--- src/rtl/trap_arbiter.sv ---
// Trap controller: registers pipeline/interrupt state, arbitrates one exception or interrupt
// and presents it to the CSR unit through a REQ/ACK handshake followed by a short hold-off.
module trap_arbiter #(
    parameter int unsigned XLEN        = 32,
    parameter int unsigned NUM_STAGES  = 4,
    parameter int unsigned NUM_INT     = 8,
    parameter int unsigned CODE_W      = 4,
    parameter int unsigned HOLD_CYCLES = 2
) (
    input  logic                       CLK,
    input  logic                       RST,
    input  logic                       FLUSH,
    input  logic                       MEM_WAIT,
    input  logic [NUM_STAGES*XLEN-1:0] STAGE_PC,
    input  logic [NUM_STAGES-1:0]      STAGE_VALID,
    input  logic                       EXC_EN,
    input  logic [CODE_W-1:0]          EXC_CODE,
    input  logic                       INT_ALLOW,
    input  logic [NUM_INT-1:0]         INT_PEND,
    input  logic [NUM_INT-1:0]         INT_MASK,
    input  logic [1:0]                 TRAP_VEC_MODE,
    input  logic [XLEN-1:0]            TRAP_VEC_BASE,
    output logic                       TRAP_REQ,
    input  logic                       TRAP_ACK,
    output logic [XLEN-1:0]            TRAP_PC,
    output logic [XLEN-1:0]            TRAP_CODE,
    output logic [XLEN-1:0]            TRAP_JMP_TO,
    output logic [NUM_INT-1:0]         INT_CLAIM,
    output logic                       BUSY
);

    localparam int unsigned IDX_W = $clog2(NUM_INT);
    localparam int unsigned CNT_W = $clog2(HOLD_CYCLES + 1);

    typedef enum logic [1:0] {
        StIdle,
        StReq,
        StHold
    } state_e;

    // Registered inputs
    logic [NUM_STAGES*XLEN-1:0] stage_pc_q;
    logic [NUM_STAGES-1:0]      stage_valid_q;
    logic                       exc_en_q;
    logic [CODE_W-1:0]          exc_code_q;
    logic                       int_allow_q;
    logic [NUM_INT-1:0]         int_pend_q;
    logic [NUM_INT-1:0]         int_mask_q;
    logic [1:0]                 vec_mode_q;
    logic [XLEN-1:0]            vec_base_q;

    always_ff @(posedge CLK) begin
        if (RST || (FLUSH && !MEM_WAIT)) begin
            stage_pc_q    <= '0;
            stage_valid_q <= '0;
            exc_en_q      <= 1'b0;
            exc_code_q    <= '0;
            int_allow_q   <= 1'b0;
            int_pend_q    <= '0;
            int_mask_q    <= '0;
            vec_mode_q    <= 2'd0;
            vec_base_q    <= '0;
        end else if (!MEM_WAIT) begin
            stage_pc_q    <= STAGE_PC;
            stage_valid_q <= STAGE_VALID;
            exc_en_q      <= EXC_EN;
            exc_code_q    <= EXC_CODE;
            int_allow_q   <= INT_ALLOW;
            int_pend_q    <= INT_PEND;
            int_mask_q    <= INT_MASK;
            vec_mode_q    <= TRAP_VEC_MODE;
            vec_base_q    <= TRAP_VEC_BASE;
        end
    end

    // Candidate selection
    logic [NUM_INT-1:0] int_active;
    logic               int_hit;
    logic [IDX_W-1:0]   int_idx;
    logic               int_take;
    logic               cand_valid;
    logic               cand_is_int;
    logic [XLEN-1:0]    cand_pc;
    logic [XLEN-1:0]    cand_code;
    logic [XLEN-1:0]    cand_target;
    logic [XLEN-1:0]    base_aligned;
    logic [XLEN-1:0]    vec_offset;

    always_comb begin
        int_active = int_pend_q & int_mask_q;
        int_hit    = 1'b0;
        int_idx    = '0;
        // Descending scan so the lowest active channel is the one left standing
        for (int i = NUM_INT - 1; i >= 0; i--) begin
            if (int_active[i]) begin
                int_hit = 1'b1;
                int_idx = IDX_W'(i);
            end
        end
        int_take    = int_allow_q && int_hit;
        cand_valid  = exc_en_q || int_take;
        cand_is_int = !exc_en_q && int_take;
    end

    always_comb begin
        cand_pc = '0;
        for (int i = 0; i < NUM_STAGES; i++) begin
            if (stage_valid_q[i]) begin
                cand_pc = stage_pc_q[i*XLEN +: XLEN];
            end
        end
    end

    always_comb begin
        base_aligned = vec_base_q & ~XLEN'(3);
        vec_offset   = {{(XLEN - IDX_W - 2){1'b0}}, int_idx, 2'b00};
        if (cand_is_int) begin
            cand_code = {1'b1, {(XLEN - 1 - IDX_W){1'b0}}, int_idx};
        end else begin
            cand_code = {{(XLEN - CODE_W){1'b0}}, exc_code_q};
        end
        // Exceptions are always direct; modes 2/3 fall back to direct as well
        if (cand_is_int && (vec_mode_q == 2'd1)) begin
            cand_target = base_aligned + vec_offset;
        end else begin
            cand_target = base_aligned;
        end
    end

    // Handshake FSM and latched trap record
    state_e             state_q, state_d;
    logic [CNT_W-1:0]   cnt_q, cnt_d;
    logic [XLEN-1:0]    trap_pc_q, trap_pc_d;
    logic [XLEN-1:0]    trap_code_q, trap_code_d;
    logic [XLEN-1:0]    trap_jmp_q, trap_jmp_d;
    logic               trap_is_int_q, trap_is_int_d;
    logic [IDX_W-1:0]   trap_ch_q, trap_ch_d;
    logic [NUM_INT-1:0] claim_q, claim_d;

    always_ff @(posedge CLK) begin
        if (RST) begin
            state_q       <= StIdle;
            cnt_q         <= '0;
            trap_pc_q     <= '0;
            trap_code_q   <= '0;
            trap_jmp_q    <= '0;
            trap_is_int_q <= 1'b0;
            trap_ch_q     <= '0;
            claim_q       <= '0;
        end else begin
            state_q       <= state_d;
            cnt_q         <= cnt_d;
            trap_pc_q     <= trap_pc_d;
            trap_code_q   <= trap_code_d;
            trap_jmp_q    <= trap_jmp_d;
            trap_is_int_q <= trap_is_int_d;
            trap_ch_q     <= trap_ch_d;
            claim_q       <= claim_d;
        end
    end

    always_comb begin
        state_d       = state_q;
        cnt_d         = cnt_q;
        trap_pc_d     = trap_pc_q;
        trap_code_d   = trap_code_q;
        trap_jmp_d    = trap_jmp_q;
        trap_is_int_d = trap_is_int_q;
        trap_ch_d     = trap_ch_q;
        claim_d       = '0;

        unique case (state_q)
            StIdle: begin
                if (cand_valid && !MEM_WAIT) begin
                    trap_pc_d     = cand_pc;
                    trap_code_d   = cand_code;
                    trap_jmp_d    = cand_target;
                    trap_is_int_d = cand_is_int;
                    trap_ch_d     = int_idx;
                    state_d       = StReq;
                end
            end
            StReq: begin
                if (TRAP_ACK) begin
                    if (trap_is_int_q) begin
                        claim_d = NUM_INT'(1) << trap_ch_q;
                    end
                    cnt_d   = CNT_W'(HOLD_CYCLES - 1);
                    state_d = StHold;
                end
            end
            StHold: begin
                if (cnt_q == '0) begin
                    state_d = StIdle;
                end else begin
                    cnt_d = cnt_q - CNT_W'(1);
                end
            end
            default: begin
                state_d = StIdle;
            end
        endcase
    end

    assign TRAP_REQ    = (state_q == StReq);
    assign BUSY        = (state_q != StIdle);
    assign TRAP_PC     = trap_pc_q;
    assign TRAP_CODE   = trap_code_q;
    assign TRAP_JMP_TO = trap_jmp_q;
    assign INT_CLAIM   = claim_q;

endmodule

--- config.mk ---
export PLATFORM = sky130hd
export DESIGN_NAME = trap_arbiter
export DESIGN_NICKNAME = d
export VERILOG_FILES = /design/src/rtl/trap_arbiter.sv
export SDC_FILE = /design/constraint.sdc
export NUM_CORES = 1
export LEC_CHECK = 0
export CORE_ASPECT_RATIO = 1.75
export CORE_MARGIN = 2
export CORE_UTILIZATION = 53
export CTS_CLUSTER_DIAMETER = 100
export DETAILED_ROUTE_END_ITERATION = 7
export GPL_TIMING_DRIVEN = 0
export PLACE_DENSITY = 0.94
export REMOVE_ABC_BUFFERS = 1
export SLEW_MARGIN = 20
export SYNTH_ARGS = -nofsm -noshare
export SYNTH_HDL_FRONTEND = slang
export SYNTH_SLANG_ARGS = --single-unit
export TNS_END_PERCENT = 1
--- constraint.sdc ---
create_clock -name CLK -period 7.7 [get_ports CLK]
set_input_delay 1.54 -clock CLK [delete_from_list [all_inputs] [get_ports CLK]]
set_output_delay 1.54 -clock CLK [all_outputs]
set_load 0.01 [all_outputs]
==> Flow_metrics.wiki, run 1 <==
{| class="wikitable"
! Metric !! Value
|-
| Most used flip-flop cell after synthesis || sky130_fd_sc_hd__dfxtp_1
|-
| Nature of the critical path startpoint || flop
|-
| Layout cell share with drive strength beyond 1 || roughly 4.7%
|-
| Worst r2r path cells || 8
|-
| Starting density of the core || 54.0%
|-
| Vertical die dimension || 197 microns
|-
| Synthesized instance count || 1205
|-
| Classification of the worst setup path || reg2reg
|-
| Async SR Flop Fraction || 0%
|-
| Cell area after placement || ~0.014 sq mm
|-
| Hold slack || 0.482 ns
|-
| TritonCTS clock tree || done
|-
| Via density per instance || 5.78
|-
| Top cell family by delay on the critical path || compound AO/OA/AOI/OAI gates
|-
| Hold buffer count at CTS || 0
|-
| Hold path depth || 2
|-
| Total Die Area || roughly 0.022 sq mm
|-
| #FFs+latches synth || around 270
|-
| Leading area contributor after synthesis || sky130_fd_sc_hd__dfxtp_1
|-
| Post-synth design cell area || around 0.011 sq mm
|-
| Share of the cycle needed by the critical path after routing || 44.6%
|-
| Fin crit period || roughly 3.4 ns
|-
| Clk sink count || around 270
|-
| Area share of the largest cell type after synthesis || 47.6%
|-
| Number of antenna violations at the first check in global routing || 4
|-
| Layout net count || approximately 1600
|-
| Number of gates on the worst path with buffers counted || 8
|-
| Yosys synthesis warning count || 0
|-
| CTS HTree Levels || 1
|-
| Max_cap viols || 0
|-
| Number of setup violations in the final report || 0
|-
| Largest net degree at the start of global routing || 79
|-
| Average routed wire per standard cell || 18.6 microns
|-
| Worst Max-Slew Pin Slew || 0.912 ns
|-
| Largest driver fanout on the critical path || 8
|-
| Number of buffers added for setup after CTS || 0
|-
| Worst-case clock buffer depth || 3
|-
| Total leakage power || 0.00581 uW
|-
| Most used cells in the layout excluding fill and tap cells || 265 x sky130_fd_sc_hd__dfxtp_1, 265 x sky130_fd_sc_hd__clkdlybuf4s50_1, 264 x sky130_fd_sc_hd__nor2_1
|-
| Rel. slew slack || 38.9%
|-
| Delay contributed by the slowest stage of the critical path || 0.73 ns
|-
| Hold/Removal Path Class || reg2reg
|-
| Length of the first detailed-routing pass in iterations || 5
|-
| Count of boundary I/O pins || around 300
|-
| Core box area || ~0.021 sq mm
|-
| Syn avg cell area || ~9.3 sq um
|-
| Max-slew violation total from the final report || 0
|-
| Highest attainable clock frequency || a little under 300 MHz
|-
| Detailed-route via count || just under 10000
|-
| Detail Placement HPWL || 21.6 mm
|-
| Library cells used by synthesis || 51
|-
| Post-synth EDFFs || 0
|-
| Kind of capture point of the worst setup path || flop
|-
| Setup repair after global routing missed its margin || no
|-
| Global placer's final weighted congestion || ~0.82
|-
| Global Route Usage Sum || 27.4%
|-
| Overflow after GRT || 0
|-
| Worst Path Buf+Inv || 0
|-
| Total count of hold-check failures in the final report || 0
|-
| Total of cells resized after clock tree synthesis || 0
|-
| Antenna-violating nets left || 0
|-
| Via count of the first global-routing pass || 10200
|-
| Cell types with the largest area share after synthesis || sky130_fd_sc_hd__dfxtp_1 48%, sky130_fd_sc_hd__mux2i_1 17%, sky130_fd_sc_hd__nor2_1 8.8%
|-
| Finished layout cell area || about 0.015 sq mm
|-
| Power per unit of standard cell area || 209 mW/mm^2
|-
| Slowest cell on the critical path || sky130_fd_sc_hd__a21boi_0
|-
| Area growth from synthesis to final layout || 32.3%
|-
| Clock transition at the register clock pins on the worst setup and hold paths after CTS || 0.07 ns
|-
| CP Data Arrival Time || 3.85 ns
|-
| Total Routed Length || between 30 and 40 mm
|-
| Number of remaining DRC errors || 0
|-
| Root buffer selected by CTS || sky130_fd_sc_hd__clkbuf_16
|-
| Core Rows || 70
|-
| Critical-path cell list || a22oi_1, a21boi_0, ha_1, a21oi_1, a211oi_2, nand3_2, or4_1, a311oi_1
|-
| Number of DRC markers after the initial detailed-route iteration || 529
|-
| Wire length of the first global-routing pass || 49.8 mm
|-
| Required @ worst endpoint || 8.12 ns
|-
| Port Buffer Count || approximately 270
|-
| Run status || complete, no violations
|-
| Skew-Pair Late Insertion Delay || 0.51 ns
|-
| Share of the yosys chip area belonging to registers || 47.6%
|-
| Largest clock skew in the final design || 0.0146 ns
|-
| Horizontal die dimension || ~110 microns
|-
| Clock buffer count from CTS || 24
|-
| Worst vdd ir || 185 uV
|}
## worst reg2reg max path: stages (launching register included)
cell                       delay (ns)
sky130_fd_sc_hd__dfxtp_1         0.34
sky130_fd_sc_hd__a22oi_1         0.44
sky130_fd_sc_hd__a21boi_0        0.73
sky130_fd_sc_hd__ha_1            0.28
sky130_fd_sc_hd__a21oi_1         0.12
sky130_fd_sc_hd__a211oi_2        0.43
sky130_fd_sc_hd__nand3_2         0.22
sky130_fd_sc_hd__or4_1           0.54
sky130_fd_sc_hd__a311oi_1        0.25
## stage by stage
| stage | setup WS [ns] | utilization [%] | power (uW) | TNS [ns] | instances |
|---|---|---|---|---|---|
| floorplan | 3.02 | - | 1690 | 0 | 1114 |
| global placement | -6.08 | 66.2 | 1950 | -1505.90 | 1633 |
| detailed placement | 4.06 | 67.5 | 1920 | 0 | 1643 |
| CTS | 4.34 | 71.4 | 3130 | 0 | 1686 |
| global route | 3.95 | 71.4 | 3220 | 0 | 1691 |
| finish | 4.27 | 71.4 | 3120 | 0 | 1692 |
## synthesized netlist by cell type, drive strengths merged, types with 2 or more instances
master,count
or4b,2
a32oi,3
mux2i,188
nand2b,5
a311oi,18
xnor2,5
or2,3
nand3,18
dfxtp,268
nor2,264
nand2,26
clkbuf,74
buf,45
nor4b,2
ha,4
xor2,9
inv,9
o31ai,4
a21oi,44
a221oi,33
o21ai,13
or3,12
a211oi,47
nor4,2
a22oi,5
nor3,37
and2,3
or4,5
nor2b,34
nand4,12
## report_power, final
part | total (uW) | internal, uW | switching (uW)
logic | 388 | 210 | 178
registers | 1500 | 1450 | 52.8
clock network | 1220 | 720 | 504
total | 3120 | 2380 | 735
## worst paths after layout
kind / from / endpoint / slack (ns)
max: int_pend_q[0]$_SDFFE_PP0N_ / TRAP_JMP_TO[31]$_SDFFE_PP0P_ / 4.27
min: TRAP_JMP_TO[4]$_SDFFE_PP0P_ / TRAP_JMP_TO[4]$_SDFFE_PP0P_ / 0.48
max reg2reg: int_pend_q[0]$_SDFFE_PP0N_ / TRAP_JMP_TO[31]$_SDFFE_PP0P_ / 4.27
min reg2reg: TRAP_JMP_TO[4]$_SDFFE_PP0P_ / TRAP_JMP_TO[4]$_SDFFE_PP0P_ / 0.48
## kinds of logic (layout without fill, tap and decap cells)
family / Yosys count / after routing / synth area share, %
simple gates: 428 / 428 / 17.6
flops: 268 / 268 / 47.6
mux: 188 / 188 / 16.7
compound gates: 173 / 173 / 10.9
buf+inv: 128 / 329 / 5.31
xor+xnor: 14 / 14 / 1.09
fa+ha+maj: 5 / 5 / 0.622
other cells: 1 / 35 / 0.0333
## routing by layer
metal	GRT usage [%]	up-vias	routed length (microns)
met5	0	-	0
met4	17.8	0	2080
met3	3.78	128	1490
met2	51.6	384	17000
met1	27.6	4651	11000
li1	-	4616	-
## area by class of cell
| class | instances | area, sq um |
|---|---|---|
| multi-input combinational | 837 | 5430 |
| sequential | 268 | 5370 |
| fill | 1453 | 5950 |
| clock inverter | 5 | 75.1 |
| tap | 252 | 315 |
| timing repair buffer | 277 | 2920 |
| inverter | 9 | 33.8 |
| clock buffer | 38 | 734 |
| antenna | 6 | 15.0 |
## sequential cells by signal, indices dropped and copies added, names as in the netlist
| name | cells |
|---|---|
| INT_CLAIM | 8 |
| TRAP_CODE | 5 |
| TRAP_JMP_TO | 30 |
| TRAP_PC | 32 |
| cnt_q | 2 |
| exc_code_q | 4 |
| exc_en_q | 1 |
| int_allow_q | 1 |
| int_mask_q | 8 |
| int_pend_q | 8 |
| stage_pc_q | 128 |
| stage_valid_q | 4 |
| state_q | 2 |
| trap_ch_q | 3 |
| vec_base_q | 30 |
| vec_mode_q | 2 |
Power figures use the tool's default switching activity.
==> run 2, diff against run 1 <==
CORE_UTILIZATION = 44   (was 53)
PLACE_DENSITY = 0.84   (was 0.94)
clock period = 2.81 ns   (was 7.7 ns; I/O delays follow)
==> run 2 against run 1 <==
Net effect:
- via count fell by 1.7%
- flip-flop and latch count did not move
- fmax rose by 26%
- clock power rose to 2.8 times the previous value
- power rose to 2.8 times the previous value
- highest routed layer unchanged
==> Flow_metrics.wiki, run 2 (synthesized netlist as in run 1, its figures left out) <==
{| class="wikitable"
! Metric !! Value
|-
| Hold path depth || 2 (unchanged)
|-
| Via count of the first global-routing pass || 9776 (-4.1%)
|-
| Top cell family by delay on the critical path || compound AO/OA/AOI/OAI gates
|-
| Setup repair after global routing missed its margin || yes
|-
| Clk sink count || 268 (unchanged)
|-
| Core Rows || 77 (+10%)
|-
| Largest driver fanout on the critical path || 8 (unchanged)
|-
| Wire length of the first global-routing pass || 48.4 mm (-2.8%)
|-
| Number of DRC markers after the initial detailed-route iteration || 444 (-16%)
|-
| Filler cell count in the final layout || 2096 (+44%)
|-
| CP Data Arrival Time || 3.16 ns (-0.69 ns)
|-
| Detailed-route via count || 9614 (-1.7%)
|-
| Hold/Removal Path Class || reg2reg
|-
| Worst r2r path cells || 11 (+3)
|-
| Via density per instance || 5.43 (-6.0%)
|-
| Highest attainable clock frequency || 367 MHz (+26%)
|-
| Skew-Pair Late Insertion Delay || 0.52 ns (about the same)
|-
| Antenna-violating nets left || 0 (unchanged)
|-
| # placed instances || 1706 (+3.8%)
|-
| Largest net degree at the start of global routing || 75 (-5.1%)
|-
| Kind of capture point of the worst setup path || flop
|-
| Power per unit of standard cell area || 563 mW/mm^2 (+170%)
|-
| Starting density of the core || 44.6% (-9.4 points)
|-
| Worst vdd ir || 516 uV (+180%)
|-
| Max_cap viols || 0 (unchanged)
|-
| Leading cell type in the layout, fill and taps excluded || sky130_fd_sc_hd__clkdlybuf4s50_1
|-
| Endpoint, Worst Hold || TRAP_JMP_TO[4]$_SDFFE_PP0P_
|-
| Most used cells in the layout excluding fill and tap cells || 265 x sky130_fd_sc_hd__clkdlybuf4s50_1, 264 x sky130_fd_sc_hd__nor2_1, 259 x sky130_fd_sc_hd__dfxtp_1
|-
| Nature of the critical path startpoint || flop
|-
| Port Buffer Count || 267 (unchanged)
|-
| Overflow after GRT || 0 (unchanged)
|-
| Final-layout setup total negative slack || 0 ns (unchanged)
|-
| Clock buffer count from CTS || 25 (+4.2%)
|-
| Global placer's final weighted congestion || 0.838 (+1.8%)
|-
| Area growth from synthesis to final layout || 35.3%
|-
| Max-slew violation total from the final report || 0 (unchanged)
|-
| Area taken by flip-flops and latches || 0.00538 sq mm (+0.14%)
|-
| Rel. slew slack || 34.7% (-4.2 points)
|-
| Post-Place Setup Slack || -0.653 ns (-4.71 ns)
|-
| Required @ worst endpoint || 3.24 ns (-4.88 ns)
|-
| Worst-case clock buffer depth || 3 (unchanged)
|-
| Critical-path cell list || buf_4, a22oi_2, buf_4, a21oi_4, ha_4, nand3_2, a211oi_4, nand4_1, buf_4, or3_1, a311oi_2
|-
| Fin crit period || 2.73 ns (-0.707 ns)
|-
| Finished Layout Cells || 1770 (+4.6%)
|-
| CTS HTree Levels || 1 (unchanged)
|-
| Detail Placement HPWL || 21.1 mm (-2.5%)
|-
| Run status || complete, no violations
|-
| Total leakage power || 0.00592 uW (+2.0%)
|-
| Source of the worst register-to-register timing path || int_pend_q[6]$_SDFFE_PP0N_
|-
| Number of antenna violations at the first check in global routing || 4 (unchanged)
|-
| Vertical die dimension || 216 microns (+9.6%)
|-
| RR Endpoint || TRAP_JMP_TO[21]$_SDFFE_PP0P_
|-
| Most used cell along the critical path || sky130_fd_sc_hd__buf_4
|-
| Length of the first detailed-routing pass in iterations || 5 (unchanged)
|-
| Total Die Area || 0.0269 sq mm (+20%)
|-
| Hold buffer count at CTS || 0 (unchanged)
|-
| Tot Pwr || 8580 uW (+180%)
|-
| Core box area || 0.0252 sq mm (+21%)
|-
| Biggest register || stage_pc_q
|-
| Worst Max-Slew Pin Slew || 0.975 ns (+0.0633 ns)
|-
| Largest register FFs || 128 (unchanged)
|-
| Largest clock skew in the final design || 0.00684 ns (-0.00777 ns)
|-
| Number of setup violations in the final report || 0 (unchanged)
|-
| Finished Core Util || 60.3% (-11 points)
|-
| Horizontal die dimension || 125 microns (+9.4%)
|-
| Total Routed Length || 30.9 mm (-1.9%)
|-
| Layout cell share with drive strength beyond 1 || 7.72% (+3.1 points)
|-
| TritonCTS clock tree || done
|-
| Worst Path Buf+Inv || 3 (+3)
|-
| Classification of the worst setup path || reg2reg
|-
| Number of remaining DRC errors || 0 (unchanged)
|-
| Average routed wire per standard cell || 17.5 microns (-6.2%)
|-
| Slowest cell on the critical path || sky130_fd_sc_hd__a211oi_4
|-
| Register-to-register setup slack || 0.08 ns (-4.18 ns)
|-
| Clock transition at the register clock pins on the worst setup and hold paths after CTS || 0.07 ns (about the same)
|-
| Global Route Usage Sum || 21.8% (-5.6 points)
|-
| Smallest setup slack after layout || 0.0843 ns (-4.18 ns)
|-
| Root buffer selected by CTS || sky130_fd_sc_hd__clkbuf_16
|-
| Delay contributed by the slowest stage of the critical path || 0.38 ns (-0.35 ns)
|-
| Hold Startpoint || TRAP_JMP_TO[4]$_SDFFE_PP0P_
|-
| Area of the multi-input gates || 0.00558 sq mm (+2.9%)
|-
| Count of boundary I/O pins || 299 (unchanged)
|-
| Layout net count || 1630 (+0.93%)
|-
| Total count of hold-check failures in the final report || 0 (unchanged)
|-
| Share of the cycle needed by the critical path after routing || 97.0% (+52 points)
|}
[run 2: worst reg2reg max path, stage by stage, from the launching register on]
cell	delay (ns)
sky130_fd_sc_hd__dfxtp_2	0.33
sky130_fd_sc_hd__buf_4	0.12
sky130_fd_sc_hd__a22oi_2	0.18
sky130_fd_sc_hd__buf_4	0.16
sky130_fd_sc_hd__a21oi_4	0.08
sky130_fd_sc_hd__ha_4	0.31
sky130_fd_sc_hd__nand3_2	0.13
sky130_fd_sc_hd__a211oi_4	0.38
sky130_fd_sc_hd__nand4_1	0.13
sky130_fd_sc_hd__buf_4	0.21
sky130_fd_sc_hd__or3_1	0.34
sky130_fd_sc_hd__a311oi_2	0.25
[run 2: cell type report]
class                           instances  share of cell area, %
Multi-Input combinational cell        837                   36.6
Sequential cell                       268                   35.3
Timing Repair Buffer                  291                   19.8
Clock buffer                           34                   4.66
Tap cell                              316                   2.60
Clock inverter                         11                  0.706
Inverter                                9                  0.222
Antenna cell                            4                 0.0657
[run 2: where the power goes]
| group | switching [uW] | internal [uW] | total [uW] |
|---|---|---|---|
| Clock | 1440 | 1950 | 3390 |
| Combinational | 484 | 587 | 1070 |
| Sequential | 143 | 3980 | 4120 |
[run 2: repair_timing]
action                                  in CTS  in global routing
setup buffers                                7                  8
hold endpoints to repair                     0                  0
gates cloned                                 0                  0
resized for setup                           18                 16
endpoints found under the setup margin      24                 15
pin swaps                                   11                 15
[run 2: stage by stage]
step                hold WS [ns]  instance area (sq um)
floorplan                  0.439                  10800
global placement           0.444                  13900
detailed placement         0.462                  14100
CTS                        0.471                  15100
global route               0.481                  15200
finish                     0.473                  15200
[run 2: how the worst max path moves through the flow]
stage	from	end	slack (ns)	cells after the start
after floorplan	MEM_WAIT	exc_code_q[0]$_SDFFE_PP0N_	-0.89	3
after global placement	MEM_WAIT	TRAP_JMP_TO[23]$_SDFFE_PP0P_	-10.17	4
after detailed placement	int_pend_q[0]$_SDFFE_PP0N_	TRAP_JMP_TO[21]$_SDFFE_PP0P_	-0.65	8
after CTS	int_mask_q[7]$_SDFFE_PP0N_	TRAP_JMP_TO[31]$_SDFFE_PP0P_	0.003	9
after global routing	int_pend_q[2]$_SDFFE_PP0N_	TRAP_JMP_TO[29]$_SDFFE_PP0P_	-0.06	8
final	int_pend_q[6]$_SDFFE_PP0N_	TRAP_JMP_TO[21]$_SDFFE_PP0P_	0.08	11
[run 2: layer usage]
metal,global-route usage [%],part of all wire (%),vias to the layer above
li1,-,-,4636
met1,22.3,36,4575
met2,41.7,54,309
met3,3.52,4.9,94
met4,12.1,5.2,0
met5,0,0,-
==> run 3, diff against run 2 <==
CORE_UTILIZATION = 59   (was 44)
CTS_BUF_LIST = sky130_fd_sc_hd__clkbuf_8   (was not set)
DONT_BUFFER_PORTS = 1   (was not set)
PLACE_DENSITY = 0.86   (was 0.84)
==> run 3 against run 2 <==
Net effect:
- routed wire length decreased by 6.4%
- clock power decreased by 8.0%
- fmax decreased by 1.1%
- sequential power increased by 1%
- register-to-register slack got worse by 0.03 ns
- critical path depth increased by 1
- sequential share of layout area increased by 8.2 points
- final cell count decreased by 18%
- largest power group unchanged
==> Flow_metrics.wiki, run 3 (synthesized netlist as in run 1, its figures left out) <==
{| class="wikitable"
! Metric !! Value
|-
| Run status || complete, no violations
|-
| Hold path depth || 1 (-1)
|-
| Worst Max-Slew Pin Slew || 0.952 ns (-0.0228 ns)
|-
| Layout net count || 1381 (-15%)
|-
| Hold Startpoint || RST
|-
| Clock transition at the register clock pins on the worst setup and hold paths after CTS || 0.07 ns (about the same)
|-
| Filler cell count in the final layout || 1397 (-33%)
|-
| Comb pwr share || 7.4% (-5.1 points)
|-
| Net load switching power || 1910 uW (-7.5%)
|-
| Register-to-register setup slack || 0.05 ns (-0.03 ns)
|-
| Area growth from synthesis to final layout || 9.67%
|-
| Share of the cycle needed by the critical path after routing || 98.1% (+1.1 points)
|-
| Global placer's final weighted congestion || 0.835 (-0.31%)
|-
| Total Die Area || 0.0203 sq mm (-25%)
|-
| Antenna-violating nets left || 0 (unchanged)
|-
| Endpoint, Worst Hold || trap_ch_q[2]$_SDFFE_PP0P_
|-
| Number of remaining DRC errors || 0 (unchanged)
|-
| Worst-case clock buffer depth || 3 (unchanged)
|-
| Most used cell along the critical path || sky130_fd_sc_hd__buf_4
|-
| CP Data Arrival Time || 3.19 ns (+0.03 ns)
|-
| Port Buffer Count || 0 (-100%)
|-
| Net switching share of the total power || 24.3% (+0.23 points)
|-
| Global Route Usage Sum || 26.7% (+4.9 points)
|-
| Number of DRC markers after the initial detailed-route iteration || 651 (+47%)
|-
| Hold slack || 0.116 ns (-0.358 ns)
|-
| Sequential power share || 52.9% (+4.9 points)
|-
| Finished Layout Cells || 1447 (-18%)
|-
| Starting density of the core || 60.3% (+16 points)
|-
| RR Endpoint || TRAP_JMP_TO[20]$_SDFFE_PP0P_
|-
| Wire length of the first global-routing pass || 43.5 mm (-10%)
|-
| Clk sink count || 268 (unchanged)
|-
| Length of the first detailed-routing pass in iterations || 5 (unchanged)
|-
| Largest driver fanout on the critical path || 6 (-2)
|-
| Count of boundary I/O pins || 299 (unchanged)
|-
| Post-Place Setup Slack || -0.524 ns (+0.130 ns)
|-
| Nature of the critical path startpoint || flop
|-
| Max-slew violation total from the final report || 0 (unchanged)
|-
| CTS HTree Levels || 2 (+1)
|-
| Slowest cell on the critical path || sky130_fd_sc_hd__dfxtp_1
|-
| Core Rows || 66 (-14%)
|-
| Layout cell share with drive strength beyond 1 || 9.69% (+2.0 points)
|-
| Clock buffer count from CTS || 39 (+56%)
|-
| Worst vdd ir || 557 uV (+8.0%)
|-
| Detailed-route via count || 8843 (-8.0%)
|-
| Power per unit of standard cell area || 637 mW/mm^2 (+13%)
|-
| Horizontal die dimension || 108 microns (-13%)
|-
| Largest net degree at the start of global routing || 189 (+150%)
|-
| Root buffer selected by CTS || sky130_fd_sc_hd__clkbuf_8
|-
| Vertical die dimension || 187 microns (-13%)
|-
| Largest clock skew in the final design || 0.0112 ns (+0.00433 ns)
|-
| Clk network pwr share || 39.7% (+0.2 points)
|-
| Worst r2r path cells || 12 (+1)
|-
| Detail Placement HPWL || 17.7 mm (-16%)
|-
| Delay contributed by the slowest stage of the critical path || 0.38 ns (about the same)
|-
| Largest register FFs || 128 (unchanged)
|-
| Overflow after GRT || 0 (unchanged)
|-
| Most used cells in the layout excluding fill and tap cells || 264 x sky130_fd_sc_hd__nor2_1, 261 x sky130_fd_sc_hd__dfxtp_1, 188 x sky130_fd_sc_hd__mux2i_1
|-
| Source of the worst register-to-register timing path || int_mask_q[1]$_SDFFE_PP0N_
|-
| Classification of the worst setup path || reg2reg
|-
| Max_cap viols || 0 (unchanged)
|-
| Rel. slew slack || 36.2% (+1.5 points)
|-
| Number of antenna violations at the first check in global routing || 1 (-3)
|-
| Core box area || 0.0187 sq mm (-26%)
|-
| Hold/Removal Path Class || in2reg
|-
| Kind of capture point of the worst setup path || flop
|-
| Final-layout setup total negative slack || 0 ns (unchanged)
|-
| TritonCTS clock tree || done
|-
| # placed instances || 1358 (-20%)
|-
| Design internal power || 5950 uW (-8.7%)
|-
| Tot Pwr || 7860 uW (-8.4%)
|-
| Skew-Pair Late Insertion Delay || 0.52 ns (about the same)
|-
| Critical-path cell list || nand2_1, a32oi_2, and2_4, ha_4, fa_2, a21oi_4, nor3_2, buf_4, nand4_1, buf_4, or3_1, a311oi_1
|-
| Number of setup violations in the final report || 0 (unchanged)
|-
| Total Routed Length || 29.0 mm (-6.4%)
|-
| Smallest setup slack after layout || 0.0533 ns (-0.0310 ns)
|-
| Via density per instance || 6.11 (+13%)
|-
| Leading cell type in the layout, fill and taps excluded || sky130_fd_sc_hd__nor2_1
|-
| Total leakage power || 0.00494 uW (-17%)
|-
| Fin crit period || 2.76 ns (+0.0310 ns)
|-
| Required @ worst endpoint || 3.24 ns (about the same)
|-
| Total count of hold-check failures in the final report || 0 (unchanged)
|-
| Average routed wire per standard cell || 20.0 microns (+15%)
|-
| Setup repair after global routing missed its margin || yes
|-
| Via count of the first global-routing pass || 8763 (-10%)
|-
| Biggest register || stage_pc_q
|-
| Highest attainable clock frequency || 363 MHz (-1.1%)
|}
run 3: metal layers:
metal	part of all wire [%]	wire length, microns	GRT usage [%]
met1	34	9920	27.0
met2	52	15200	48.9
met3	8.0	2330	7.06
met4	5.3	1520	13.6
met5	0	0	0
run 3: layout make-up:
class / instances / area (sq um) / share of cell area [%]
Multi-Input combinational cell: 837 / 5550 / 44.9
Sequential cell: 268 / 5380 / 43.6
Clock buffer: 47 / 647 / 5.24
Timing Repair Buffer: 28 / 319 / 2.58
Tap cell: 238 / 298 / 2.41
Clock inverter: 19 / 125 / 1.01
Inverter: 9 / 33.8 / 0.274
Antenna cell: 1 / 2.50 / 0.0203
run 3: timing repair:
action / in CTS / in global routing
pin swaps: 8 / 11
setup endpoints to repair: 23 / 15
resized for setup: 15 / 12
hold buffers: 0 / 0
buffers inserted: 14 / 8
run 3: power by group through the flow:
| stage | registers, uW | logic [uW] | clock network (uW) |
|---|---|---|---|
| 3_3_place_gp | 4230 | 520 | 0 |
| 2_1_floorplan | 4190 | 452 | 0 |
| 6_report | 4160 | 582 | 3120 |
| 3_5_place_dp | 4240 | 546 | 0 |
| 4_1_cts | 4160 | 559 | 3150 |
| 5_1_grt | 4180 | 640 | 3320 |
run 3: worst max-delay path, delay by kind of cell, from the launching register on:
| family | cells | cell delay, ns |
|---|---|---|
| buffers and inverters | 2 | 0.40 |
| AND/OR/NAND/NOR | 5 | 0.90 |
| flip-flops | 1 | 0.38 |
| AO/OA/AOI/OAI | 3 | 0.59 |
| adder cells (fa/ha/maj) | 2 | 0.40 |
run 3: worst max-delay path by stage:
stage | start | end
detailed placement | int_pend_q[4]$_SDFFE_PP0N_ | TRAP_JMP_TO[21]$_SDFFE_PP0P_
global placement | MEM_WAIT | stage_pc_q[47]$_SDFFE_PP0N_
CTS | int_mask_q[7]$_SDFFE_PP0N_ | TRAP_JMP_TO[21]$_SDFFE_PP0P_
global route | int_pend_q[1]$_SDFFE_PP0N_ | TRAP_JMP_TO[20]$_SDFFE_PP0P_
finish | int_mask_q[1]$_SDFFE_PP0N_ | TRAP_JMP_TO[20]$_SDFFE_PP0P_
floorplan | MEM_WAIT | exc_code_q[0]$_SDFFE_PP0N_
run 3: per-stage QoR:
step / area (sq um) / utilization, %
finish: 12300 / 66.2
global route: 12300 / 66.2
CTS: 12200 / 65.6
detailed placement: 11300 / 60.4
global placement: 11100 / 59.5
floorplan: 10800 / -
